--- src/rtl/mem_port_arbiter_pkg.sv ---
// Shared system definitions: data/tag widths, memory bus command and size
// encodings, and the memory-port arbiter state set.
package sys_defs;
    localparam int XLEN        = 32;
    localparam int ROB_TAG_LEN = 6;
    localparam int MEM_TAG_LEN = 4;

    typedef enum logic [1:0] {
        BUS_NONE  = 2'd0,
        BUS_LOAD  = 2'd1,
        BUS_STORE = 2'd2
    } BUS_COMMAND;

    typedef enum logic [1:0] {
        BYTE   = 2'd0,
        HALF   = 2'd1,
        WORD   = 2'd2,
        DOUBLE = 2'd3
    } MEM_SIZE;

    typedef enum logic [1:0] {
        IDLE     = 2'd0,
        ISSUE_LD = 2'd1,
        ISSUE_ST = 2'd2,
        WAIT_LD  = 2'd3
    } MEM_ARB_STATE;
endpackage

--- src/rtl/mem_port_arbiter_if.sv ---
// Memory bus between the arbiter (master) and the memory (slave).
interface mem_port_arbiter_if;
    import sys_defs::*;

    // Handshake: the master holds mem_command/addr/wdata/size until a cycle in
    // which mem_response is nonzero; that cycle is the transfer, and the
    // nonzero value is the transaction tag later echoed on mem_tag with mem_rdata.
    BUS_COMMAND             mem_command;
    logic [XLEN-1:0]        mem_addr;
    logic [XLEN-1:0]        mem_wdata;
    MEM_SIZE                mem_size;
    logic [MEM_TAG_LEN-1:0] mem_response;
    logic [MEM_TAG_LEN-1:0] mem_tag;
    logic [XLEN-1:0]        mem_rdata;

    modport master (
        output mem_command, mem_addr, mem_wdata, mem_size,
        input  mem_response, mem_tag, mem_rdata
    );

    modport slave (
        input  mem_command, mem_addr, mem_wdata, mem_size,
        output mem_response, mem_tag, mem_rdata
    );
endinterface

--- src/rtl/mem_port_arbiter.sv ---
// Single memory port shared by the load buffer (one-entry slot) and ROB store commit.
// Optional MEM_ARB_RR_EN: alternate load/store on conflicts instead of fixed store priority.
module mem_port_arbiter
    import sys_defs::*;
(
    input  logic                   clock,
    input  logic                   reset,
    input  logic                   i_ld_req,
    input  logic [XLEN-1:0]        i_ld_addr,
    input  logic [ROB_TAG_LEN-1:0] i_ld_rob_tag,
    input  logic                   i_st_req,
    input  logic [XLEN-1:0]        i_st_addr,
    input  logic [XLEN-1:0]        i_st_data,
    input  MEM_SIZE                i_st_size,
    output logic                   o_mem_busy,
    output logic                   o_st_ack,
    output logic                   o_ld_done,
    output logic [ROB_TAG_LEN-1:0] o_ld_done_tag,
    output logic [XLEN-1:0]        o_ld_done_data,
    output MEM_ARB_STATE           o_state,
    mem_port_arbiter_if.master     mem
);

    MEM_ARB_STATE           r_state;
    MEM_ARB_STATE           w_next_state;
    logic                   r_slot_valid;
    logic [XLEN-1:0]        r_slot_addr;
    logic [ROB_TAG_LEN-1:0] r_slot_tag;
    logic [MEM_TAG_LEN-1:0] r_mem_tag;
    logic [ROB_TAG_LEN-1:0] r_inflight_tag;
    logic                   r_st_ack;
    logic                   r_ld_done;
    logic [ROB_TAG_LEN-1:0] r_ld_done_tag;
    logic [XLEN-1:0]        r_ld_done_data;

    logic                   w_ld_pending;
    logic                   w_st_pending;
    logic                   w_ld_wins;
    logic                   w_accept;
    logic                   w_ld_accept;
    logic                   w_st_accept;
    logic                   w_ld_hit;
    BUS_COMMAND             w_cmd;
    logic [XLEN-1:0]        w_addr;
    logic [XLEN-1:0]        w_wdata;
    MEM_SIZE                w_size;

    assign w_ld_pending = r_slot_valid | i_ld_req;
    // The store being acked this cycle is still requested; it must not be re-issued.
    assign w_st_pending = i_st_req & ~r_st_ack;
    assign w_accept     = (mem.mem_response != '0);
    assign w_ld_accept  = (r_state == ISSUE_LD) && w_accept;
    assign w_st_accept  = (r_state == ISSUE_ST) && w_accept;
    assign w_ld_hit     = (r_state == WAIT_LD) && (r_mem_tag != '0) && (mem.mem_tag == r_mem_tag);

`ifdef MEM_ARB_RR_EN
    logic r_last_grant_ld;

    always_ff @(posedge clock) begin
        if (reset) begin
            r_last_grant_ld <= 1'b0;
        end else if (r_state == IDLE && w_next_state == ISSUE_LD) begin
            r_last_grant_ld <= 1'b1;
        end else if (r_state == IDLE && w_next_state == ISSUE_ST) begin
            r_last_grant_ld <= 1'b0;
        end
    end

    assign w_ld_wins = w_ld_pending & (~w_st_pending | ~r_last_grant_ld);
`else
    assign w_ld_wins = w_ld_pending & ~w_st_pending;
`endif

    always_ff @(posedge clock) begin
        if (reset) begin
            r_state <= IDLE;
        end else begin
            r_state <= w_next_state;
        end
    end

    always_comb begin
        w_next_state = r_state;
        w_cmd        = BUS_NONE;
        w_addr       = '0;
        w_wdata      = '0;
        w_size       = BYTE;
        case (r_state)
            IDLE: begin
                if (w_ld_wins) begin
                    w_next_state = ISSUE_LD;
                end else if (w_st_pending) begin
                    w_next_state = ISSUE_ST;
                end
            end
            ISSUE_LD: begin
                w_cmd  = BUS_LOAD;
                w_addr = r_slot_addr;
                w_size = WORD;
                if (w_accept) begin
                    w_next_state = WAIT_LD;
                end
            end
            ISSUE_ST: begin
                w_cmd   = BUS_STORE;
                w_addr  = i_st_addr;
                w_wdata = i_st_data;
                w_size  = i_st_size;
                if (w_accept) begin
                    w_next_state = IDLE;
                end
            end
            WAIT_LD: begin
                if (w_ld_hit) begin
                    w_next_state = IDLE;
                end
            end
            default: w_next_state = IDLE;
        endcase
    end

    // The ROB tag moves out of the slot at acceptance so a load arriving
    // during WAIT_LD can refill the slot without corrupting the completion.
    always_ff @(posedge clock) begin
        if (reset) begin
            r_slot_valid   <= 1'b0;
            r_slot_addr    <= '0;
            r_slot_tag     <= '0;
            r_mem_tag      <= '0;
            r_inflight_tag <= '0;
            r_st_ack       <= 1'b0;
            r_ld_done      <= 1'b0;
            r_ld_done_tag  <= '0;
            r_ld_done_data <= '0;
        end else begin
            r_st_ack  <= w_st_accept;
            r_ld_done <= w_ld_hit;
            if (i_ld_req) begin
                r_slot_valid <= 1'b1;
                r_slot_addr  <= i_ld_addr;
                r_slot_tag   <= i_ld_rob_tag;
            end else if (w_ld_accept) begin
                r_slot_valid <= 1'b0;
            end
            if (w_ld_accept) begin
                r_mem_tag      <= mem.mem_response;
                r_inflight_tag <= r_slot_tag;
            end else if (w_ld_hit) begin
                r_mem_tag <= '0;
            end
            if (w_ld_hit) begin
                r_ld_done_tag  <= r_inflight_tag;
                r_ld_done_data <= mem.mem_rdata;
            end
        end
    end

    assign o_mem_busy       = r_slot_valid | i_ld_req | (r_state != IDLE);
    assign o_st_ack         = r_st_ack;
    assign o_ld_done        = r_ld_done;
    assign o_ld_done_tag    = r_ld_done_tag;
    assign o_ld_done_data   = r_ld_done_data;
    assign o_state          = r_state;
    assign mem.mem_command  = w_cmd;
    assign mem.mem_addr     = w_addr;
    assign mem.mem_wdata    = w_wdata;
    assign mem.mem_size     = w_size;

endmodule
--- src/flat_wrapper.sv ---
// flat-port wrapper written by rule: the top's interface ports become plain ports
module mem_port_arbiter_flat import sys_defs::*;
  (clock, reset, i_ld_req, i_ld_addr, i_ld_rob_tag, i_st_req, i_st_addr, i_st_data, i_st_size, o_mem_busy, o_st_ack, o_ld_done, o_ld_done_tag, o_ld_done_data, o_state, mem_mem_command, mem_mem_addr, mem_mem_wdata, mem_mem_size, mem_mem_response, mem_mem_tag, mem_mem_rdata);
  mem_port_arbiter_if mem_i ();
  input  logic clock;
  input  logic reset;
  input  logic i_ld_req;
  input  logic [XLEN-1:0] i_ld_addr;
  input  logic [ROB_TAG_LEN-1:0] i_ld_rob_tag;
  input  logic i_st_req;
  input  logic [XLEN-1:0] i_st_addr;
  input  logic [XLEN-1:0] i_st_data;
  input  MEM_SIZE i_st_size;
  output logic o_mem_busy;
  output logic o_st_ack;
  output logic o_ld_done;
  output logic [ROB_TAG_LEN-1:0] o_ld_done_tag;
  output logic [XLEN-1:0] o_ld_done_data;
  output MEM_ARB_STATE o_state;
  output wire logic [$bits(mem_i.mem_command)-1:0] mem_mem_command;
  output wire logic [$bits(mem_i.mem_addr)-1:0] mem_mem_addr;
  output wire logic [$bits(mem_i.mem_wdata)-1:0] mem_mem_wdata;
  output wire logic [$bits(mem_i.mem_size)-1:0] mem_mem_size;
  input wire logic [$bits(mem_i.mem_response)-1:0] mem_mem_response;
  input wire logic [$bits(mem_i.mem_tag)-1:0] mem_mem_tag;
  input wire logic [$bits(mem_i.mem_rdata)-1:0] mem_mem_rdata;
  assign mem_mem_command = mem_i.mem_command;
  assign mem_mem_addr = mem_i.mem_addr;
  assign mem_mem_wdata = mem_i.mem_wdata;
  assign mem_mem_size = mem_i.mem_size;
  assign mem_i.mem_response = mem_mem_response;
  assign mem_i.mem_tag = mem_mem_tag;
  assign mem_i.mem_rdata = mem_mem_rdata;
  mem_port_arbiter u_core (.clock(clock), .reset(reset), .i_ld_req(i_ld_req), .i_ld_addr(i_ld_addr), .i_ld_rob_tag(i_ld_rob_tag), .i_st_req(i_st_req), .i_st_addr(i_st_addr), .i_st_data(i_st_data), .i_st_size(i_st_size), .o_mem_busy(o_mem_busy), .o_st_ack(o_st_ack), .o_ld_done(o_ld_done), .o_ld_done_tag(o_ld_done_tag), .o_ld_done_data(o_ld_done_data), .o_state(o_state), .mem(mem_i));
endmodule
--- config.mk ---
export PLATFORM = sky130hd
export DESIGN_NAME = mem_port_arbiter_flat
export DESIGN_NICKNAME = d
export VERILOG_FILES = /design/src/rtl/mem_port_arbiter_pkg.sv /design/src/rtl/mem_port_arbiter_if.sv /design/src/rtl/mem_port_arbiter.sv /design/src/flat_wrapper.sv
export SDC_FILE = /design/constraint.sdc
export NUM_CORES = 1
export LEC_CHECK = 0
export CAP_MARGIN = 40
export CORE_UTILIZATION = 39
export CTS_BUF_LIST = sky130_fd_sc_hd__clkbuf_8
export CTS_CLUSTER_DIAMETER = 50
export DETAILED_ROUTE_END_ITERATION = 8
export PLACE_DENSITY = 0.83
export REMOVE_ABC_BUFFERS = 1
export SLEW_MARGIN = 0
export SYNTH_ARGS = -nofsm -noshare
export SYNTH_HDL_FRONTEND = slang
export SYNTH_SLANG_ARGS = --single-unit
--- constraint.sdc ---
create_clock -name clock -period 2.7 [get_ports clock]
set_clock_uncertainty 0.1 [all_clocks]
set_input_delay 0.54 -clock clock [delete_from_list [all_inputs] [get_ports clock]]
set_output_delay 0.54 -clock clock [all_outputs]
set_load 0.01 [all_outputs]
==> results.sh, run 1 <==
export IMPL_vias_per_cell=4.90
export IMPL_globalRouteTotalUtil_pct=23.2
export IMPL_antenna_diode_count=0
export IMPL_synthesis_yosys_warnings=0
export IMPL_top_level_ports=259
export IMPL_synth_top_area_share_pct=42.0
export IMPL_syn_area_sq_mm=0.00434
export IMPL_worst_endpoint_required_ps=2060
export IMPL_h_tree_depth=3
export IMPL_p_per_area_mw_per_mm2=618
export IMPL_portBuffers=258
export IMPL_worst_pin_slew_ps=669
export IMPL_drtPass1Iterations=5
export IMPL_detail_route_wirelength_mm=13.8
export IMPL_timing_final_ws_setup_ps=116
export IMPL_worst_skew_pair_latency_ps=350
export IMPL_cts_sinks=91
export IMPL_drv_max_cap_violation_count=0
export IMPL_die_h_um=108
export IMPL_grt_overflow_total=0
export IMPL_initial_utilization_pct=40.1
export IMPL_worstHoldPathCells=2
export IMPL_final_layout_size_suffix_gt1_share_pct=6.33
export IMPL_clk_path_buf_depth=2
export IMPL_die_width_um=108
export IMPL_drcViolationCount=0
export IMPL_critical_path_data_arrival_time_ps=1940
export IMPL_hpwl_mm=10.5
export IMPL_synth_area_top_cells="dfxtp_1 (42%), mux2i_1 (18%), nand2_1 (8.2%), a22oi_1 (5.5%), and2_1 (4.9%)"
export IMPL_cp_endpoint_kind="output port"
export IMPL_site_rows=38
export IMPL_design_final_nets=892
export IMPL_first_global_vias=4099
export IMPL_sequential_area_share_after_synthesis_pct=42.0
export IMPL_number_of_buffers_inserted_during_clock_tree_synthesis=9
export IMPL_crit_path_start_kind="flip-flop"
export IMPL_syn_mean_instance_area_sq_um=8.84
export IMPL_antenna_found_initial=0
export IMPL_vdd_ir_drop_worst_mv=0.442
export IMPL_post_synth_inst_count=491
export IMPL_timing_worst_setup_path_type="flip-flop to output port"
export IMPL_pre_cts_slack_ps=152
export IMPL_finalInstanceArea_sq_mm=0.00733
export IMPL_ratio_of_final_minimum_period_to_clock_period_pct=95.7
export IMPL_final_number_of_max_transition_violations=0
export IMPL_antenna_left=0
export IMPL_die_area_sq_mm=0.0116
export IMPL_hold_path_class="flip-flop to flip-flop"
export IMPL_cts_clk_slew_worst_paths_ps=90
export IMPL_clock_tree_root_cell="clkbuf_8"
export IMPL_routed_wire_length_per_instance_um=15.6
export IMPL_final_seq_area_sq_mm=0.00183
export IMPL_slew_limit_headroom_pct=55.4
export IMPL_pin_count_of_the_biggest_net_entering_global_routing=53
export IMPL_final_cells=883
export IMPL_core_area_sq_mm=0.0108
export IMPL_outcome="finished, final reports clean"
export IMPL_number_of_storage_elements_in_the_synthesis_netlist=91
export IMPL_critical_path_peak_fanout=31
export IMPL_route_vias_total=4325
export IMPL_n_fill_cell=880
export IMPL_cts_tree="built"
export IMPL_grt_first_pass_wirelength_mm=20.5
export IMPL_worstRegToRegCells=7
export IMPL_total_leakage_power_nw=2.95
export IMPL_yosysUniqueCellTypes=31
export IMPL_grt_setup_unrepaired="false"
export IMPL_drt_initial_drc_count=171
export IMPL_timing_final_hold_violations=0
export IMPL_hold_slack_ps=357
export IMPL_gp_congestion=0.946
export IMPL_dp_cells=862
export IMPL_fmaxAchievable_mhz=387
export IMPL_placed_area_sq_mm=0.00703
export IMPL_finalSetupViolations=0
export IMPL_multi_input_logic_area_sq_mm=0.00231
export IMPL_netlist_top_cell_by_area="dfxtp_1"
export IMPL_area_growth_syn_to_layout_pct=68.8
export IMPL_finalCriticalPeriod_ps=2580
export IMPL_rrSetupSlack_ps=470
-- through the flow --
stage / utilization, % / power [W] / setup TNS (ps)
5_1_grt: 67.6 / 0.00477 / 0
4_1_cts: 67.3 / 0.00456 / 0
2_1_floorplan: - / 0.00235 / -47170
6_report: 67.6 / 0.00453 / 0
3_3_place_gp: 64.9 / 0.00344 / 0
3_5_place_dp: 64.9 / 0.00348 / 0
-- path summary, 6_finish.rpt --
path,start,to
max,u_core.o_state[0]$_SDFFE_PP0P_,mem_mem_wdata[8]
min,u_core.r_inflight_tag[1]$_SDFFE_PP0P_,u_core.r_inflight_tag[1]$_SDFFE_PP0P_
max reg2reg,u_core.o_state[1]$_SDFFE_PP0P_,u_core.o_state[1]$_SDFFE_PP0P_
min reg2reg,u_core.r_inflight_tag[1]$_SDFFE_PP0P_,u_core.r_inflight_tag[1]$_SDFFE_PP0P_
-- what timing repair did --
item,4_1_cts,5_1_grt
setup buffers,2,2
cloned,1,0
hold buffers,0,0
pin swaps,1,0
endpoints found under the setup margin,66,5
gates resized for setup,38,5
-- synthesized netlist by cell type, drive strengths merged --
master and instances:
nand2b 3, a22oi 32, a211oi 2, and2 34, or2 1, mux2 1, nand3 5, mux2i 77
nor2 41, a32o 1, buf 12, xnor2 3, nand2 95, nor3b 1, dfxtp 91, nor3 1
nor2b 34, o22ai 4, or3 1, inv 4, a21oi 9, clkbuf 28, o211a 1, nand3b 1
ha 6, nor4 1, a21o 1, a31oi 1
-- critical path, stage by stage, from the launching register on --
cell and delay, ps:
dfxtp_4 380, inv_2 100, ha_4 210, buf_12 170
and2_1 180, clkdlybuf4s50_1 540
-- sequential cells by signal, indices dropped and copies added (netlist names) --
name,flops
u_core.r_slot_tag,6
u_core.o_st_ack,1
u_core.r_slot_addr,32
u_core.o_ld_done_data,32
u_core.r_slot_valid,1
u_core.o_ld_done,1
u_core.o_state,2
u_core.o_ld_done_tag,6
u_core.r_inflight_tag,6
u_core.r_mem_tag,4
-- logic make-up after synthesis --
kind of cell | after synthesis | share of synthesized area, %
and+or+nand+nor | 218 | 23.6
DFF | 91 | 42.0
muxes | 78 | 18.0
AOI/OAI and AO/OA | 51 | 8.50
buffers and inverters | 44 | 5.62
adders and majority gates | 6 | 1.73
xor gates and xnor gates | 3 | 0.605
-- where the power goes --
group	switching [W]	internal, W	leakage, nW
registers	0.0000612	0.00141	0.743
logic	0.000895	0.00114	2.09
clock network	0.000474	0.000549	0.117
total	0.00143	0.00310	2.95
-- metal layers --
metal | track usage [%] | wire length, um
met2 | 43.5 | 7160
met5 | 0 | 0
met1 | 24.8 | 5290
met3 | 5.99 | 1120
met4 | 8.41 | 196
-- layout by cell type (no fill, tap or decap), types with 2 or more instances in the layout --
master / n
ha_4: 2
mux2i_1: 77
nand3_1: 5
clkbuf_8: 10
bufinv_16: 2
and2_1: 34
inv_2: 3
dfxtp_1: 89
clkinv_2: 2
dlymetal6s2s_1: 5
clkdlybuf4s50_1: 223
dlygate4sd2_1: 28
o22ai_1: 4
nor2b_1: 33
nor2_1: 41
nand2_1: 95
buf_12: 5
buf_4: 12
a21oi_1: 9
ha_1: 4
xnor2_1: 3
buf_2: 2
a22oi_1: 32
dfxtp_4: 2
nand2b_1: 3
-- cell type report --
cell class | instances | share of cell area [%]
Tap cell | 140 | 2.39
Timing Repair Buffer | 276 | 37.8
Sequential cell | 91 | 25.0
Multi-Input combinational cell | 356 | 31.5
Clock inverter | 6 | 1.20
Clock buffer | 10 | 1.88
Inverter | 4 | 0.205
Note: power is estimated with default switching activity, not from simulation.
==> run 2: changes to the inputs <==
REMOVE_ABC_BUFFERS = default   (was 1)
==> results.sh, run 2 (same netlist as run 1, synthesis figures left out) <==
export IMPL_outcome="finished, final reports clean"
export IMPL_vdd_ir_drop_worst_mv=0.355
export IMPL_rrSetupSlack_ps=460
export IMPL_placed_area_sq_mm=0.00703
export IMPL_timing_final_hold_violations=0
export IMPL_final_number_of_max_transition_violations=0
export IMPL_hpwl_mm=10.2
export IMPL_cts_clk_slew_worst_paths_ps=90
export IMPL_cts_hold_fix_buffers=0
export IMPL_internal_power_w=0.00304
export IMPL_slew_limit_headroom_pct=55.3
export IMPL_final_layout_size_suffix_gt1_share_pct=6.95
export IMPL_cts_sinks=91
export IMPL_hold_path_class="flip-flop to flip-flop"
export IMPL_power_switching_w=0.00148
export IMPL_mostFrequentLayoutCells="clkdlybuf4s50_1 (219), nand2_1 (95), dfxtp_1 (89), mux2i_1 (77), nor2_1 (41)"
export IMPL_globalRouteTotalUtil_pct=23.3
export IMPL_first_global_vias=4359
export IMPL_worst_endpoint_required_ps=2060
export IMPL_layout_commonest_cell="clkdlybuf4s50_1"
export IMPL_grt_first_pass_wirelength_mm=20.9
export IMPL_crit_path_start_kind="flip-flop"
export IMPL_die_area_sq_mm=0.0116
export IMPL_grt_overflow_total=0
export IMPL_core_area_sq_mm=0.0108
export IMPL_detail_route_wirelength_mm=13.9
export IMPL_antenna_found_initial=1
export IMPL_switching_share_pct=32.7
export IMPL_critical_path_data_arrival_time_ps=1950
export IMPL_drv_max_cap_violation_count=0
export IMPL_number_of_buffers_inserted_during_clock_tree_synthesis=9
export IMPL_route_vias_total=4312
export IMPL_cts_tree="built"
export IMPL_vias_per_cell=4.86
export IMPL_drtPass1Iterations=5
export IMPL_p_per_area_mw_per_mm2=615
export IMPL_pre_cts_slack_ps=61.6
export IMPL_ratio_of_final_minimum_period_to_clock_period_pct=96.0
export IMPL_cp_slowest_cell="clkdlybuf4s50_1"
export IMPL_finalInstanceArea_sq_mm=0.00736
export IMPL_design_final_nets=897
export IMPL_initial_utilization_pct=40.1
export IMPL_fmaxAchievable_mhz=386
export IMPL_timing_worst_setup_path_type="flip-flop to output port"
export IMPL_area_growth_syn_to_layout_pct=69.6
export IMPL_cp_endpoint_kind="output port"
export IMPL_worst_pin_slew_ps=670
export IMPL_series_of_cell_instances_along_the_critical_path="inv_4, ha_4, buf_4, buf_4, and2_1, clkdlybuf4s50_1"
export IMPL_finalCriticalPeriod_ps=2590
export IMPL_die_h_um=108
export IMPL_pin_count_of_the_biggest_net_entering_global_routing=53
export IMPL_timing_final_ws_setup_ps=108
export IMPL_timing_setup_tns_ps=0
export IMPL_portBuffers=258
export IMPL_finalSetupViolations=0
export IMPL_pwr_share_comb_pct=47.6
export IMPL_antenna_left=0
export IMPL_clk_path_buf_depth=2
export IMPL_critical_path_max_stage_delay_ps=480
export IMPL_worst_skew_pair_latency_ps=350
export IMPL_synth_fp_nets=645
export IMPL_clock_tree_root_cell="clkbuf_8"
export IMPL_gp_congestion=0.772
export IMPL_routed_wire_length_per_instance_um=15.7
export IMPL_pwr_share_seq_pct=32.6
export IMPL_antenna_diode_count=0
export IMPL_site_rows=38
export IMPL_h_tree_depth=3
export IMPL_drt_initial_drc_count=186
export IMPL_drcViolationCount=0
export IMPL_total_leakage_power_nw=3.03
export IMPL_critical_path_peak_fanout=10
export IMPL_clkPwrFrac_pct=19.9
export IMPL_die_width_um=108
export IMPL_cp_common_cell="buf_4"
export IMPL_grt_setup_unrepaired="false"
export IMPL_top_level_ports=259
[run 2: cell count changes in the layout (fill, tap and decap cells not counted), sizes merged]
| cell | previous run | this run |
|---|---|---|
| buf | 19 | 23 |
| bufinv | 2 | 0 |
| clkbuf | 10 | 13 |
| clkdlybuf4s50 | 223 | 219 |
| dlygate4sd2 | 28 | 29 |
| dlymetal6s2s | 5 | 8 |
[run 2: critical path, delay by kind of cell (launching register included)]
kind | cells | cell delay [ps]
fa+ha+maj | 1 | 180
buf+inv | 4 | 860
flops | 1 | 410
simple gates | 1 | 150
[run 2: power groups by stage]
stage               clock [W]  sequential [W]  combinational (W)
global route         0.000981         0.00148            0.00229
finish               0.000898         0.00147            0.00215
detailed placement          0         0.00149            0.00196
global placement            0         0.00148            0.00193
CTS                  0.000925         0.00147            0.00204
floorplan                   0         0.00148           0.000938
[run 2: repair_timing]
item,4_1_cts,5_1_grt
endpoints found under the setup margin,66,7
hold endpoints to repair,0,0
gates cloned,1,1
pin swaps,1,1
buffers inserted,5,1
resized for setup,39,11
[run 2: path summary, 6_finish.rpt]
| path | startpoint | depth (start not counted) | end |
|---|---|---|---|
| setup / recovery | u_core.o_state[0]$_SDFFE_PP0P_ | 6 | mem_mem_wdata[30] |
| hold reg to reg | u_core.r_inflight_tag[0]$_SDFFE_PP0P_ | 2 | u_core.r_inflight_tag[0]$_SDFFE_PP0P_ |
| hold / removal | u_core.r_inflight_tag[0]$_SDFFE_PP0P_ | 2 | u_core.r_inflight_tag[0]$_SDFFE_PP0P_ |
| setup reg to reg | u_core.o_state[1]$_SDFFE_PP0P_ | 7 | u_core.o_state[1]$_SDFFE_PP0P_ |
[run 2: cell type report]
type / count / area, sq um
clock inverters: 4 / 31.3
multi-input cells: 356 / 2320
repair buffers: 281 / 2830
flip-flops and latches: 91 / 1830
inverters: 4 / 17.5
fillers: 859 / 3480
well taps: 140 / 175
clock buffers: 12 / 165
[run 2: metal layers]
metal  up-vias  track usage, %  part of all wire, %
li1       2126               -                    -
met1      1991            24.9                   40
met2       179            42.6                   49
met3        14            8.23                  8.9
met4         2            7.24                  1.1
met5         -               0                0.072
[run 2: stage by stage]
step                hold WS, ps  total power [W]  instances  utilization [%]
finish                      358          0.00452        888             67.9
global route                373          0.00475        888             67.9
CTS                         360          0.00443        886             67.3
detailed placement          348          0.00345        864             64.9
global placement            342          0.00341        864             64.9
floorplan                   331          0.00242        491                -
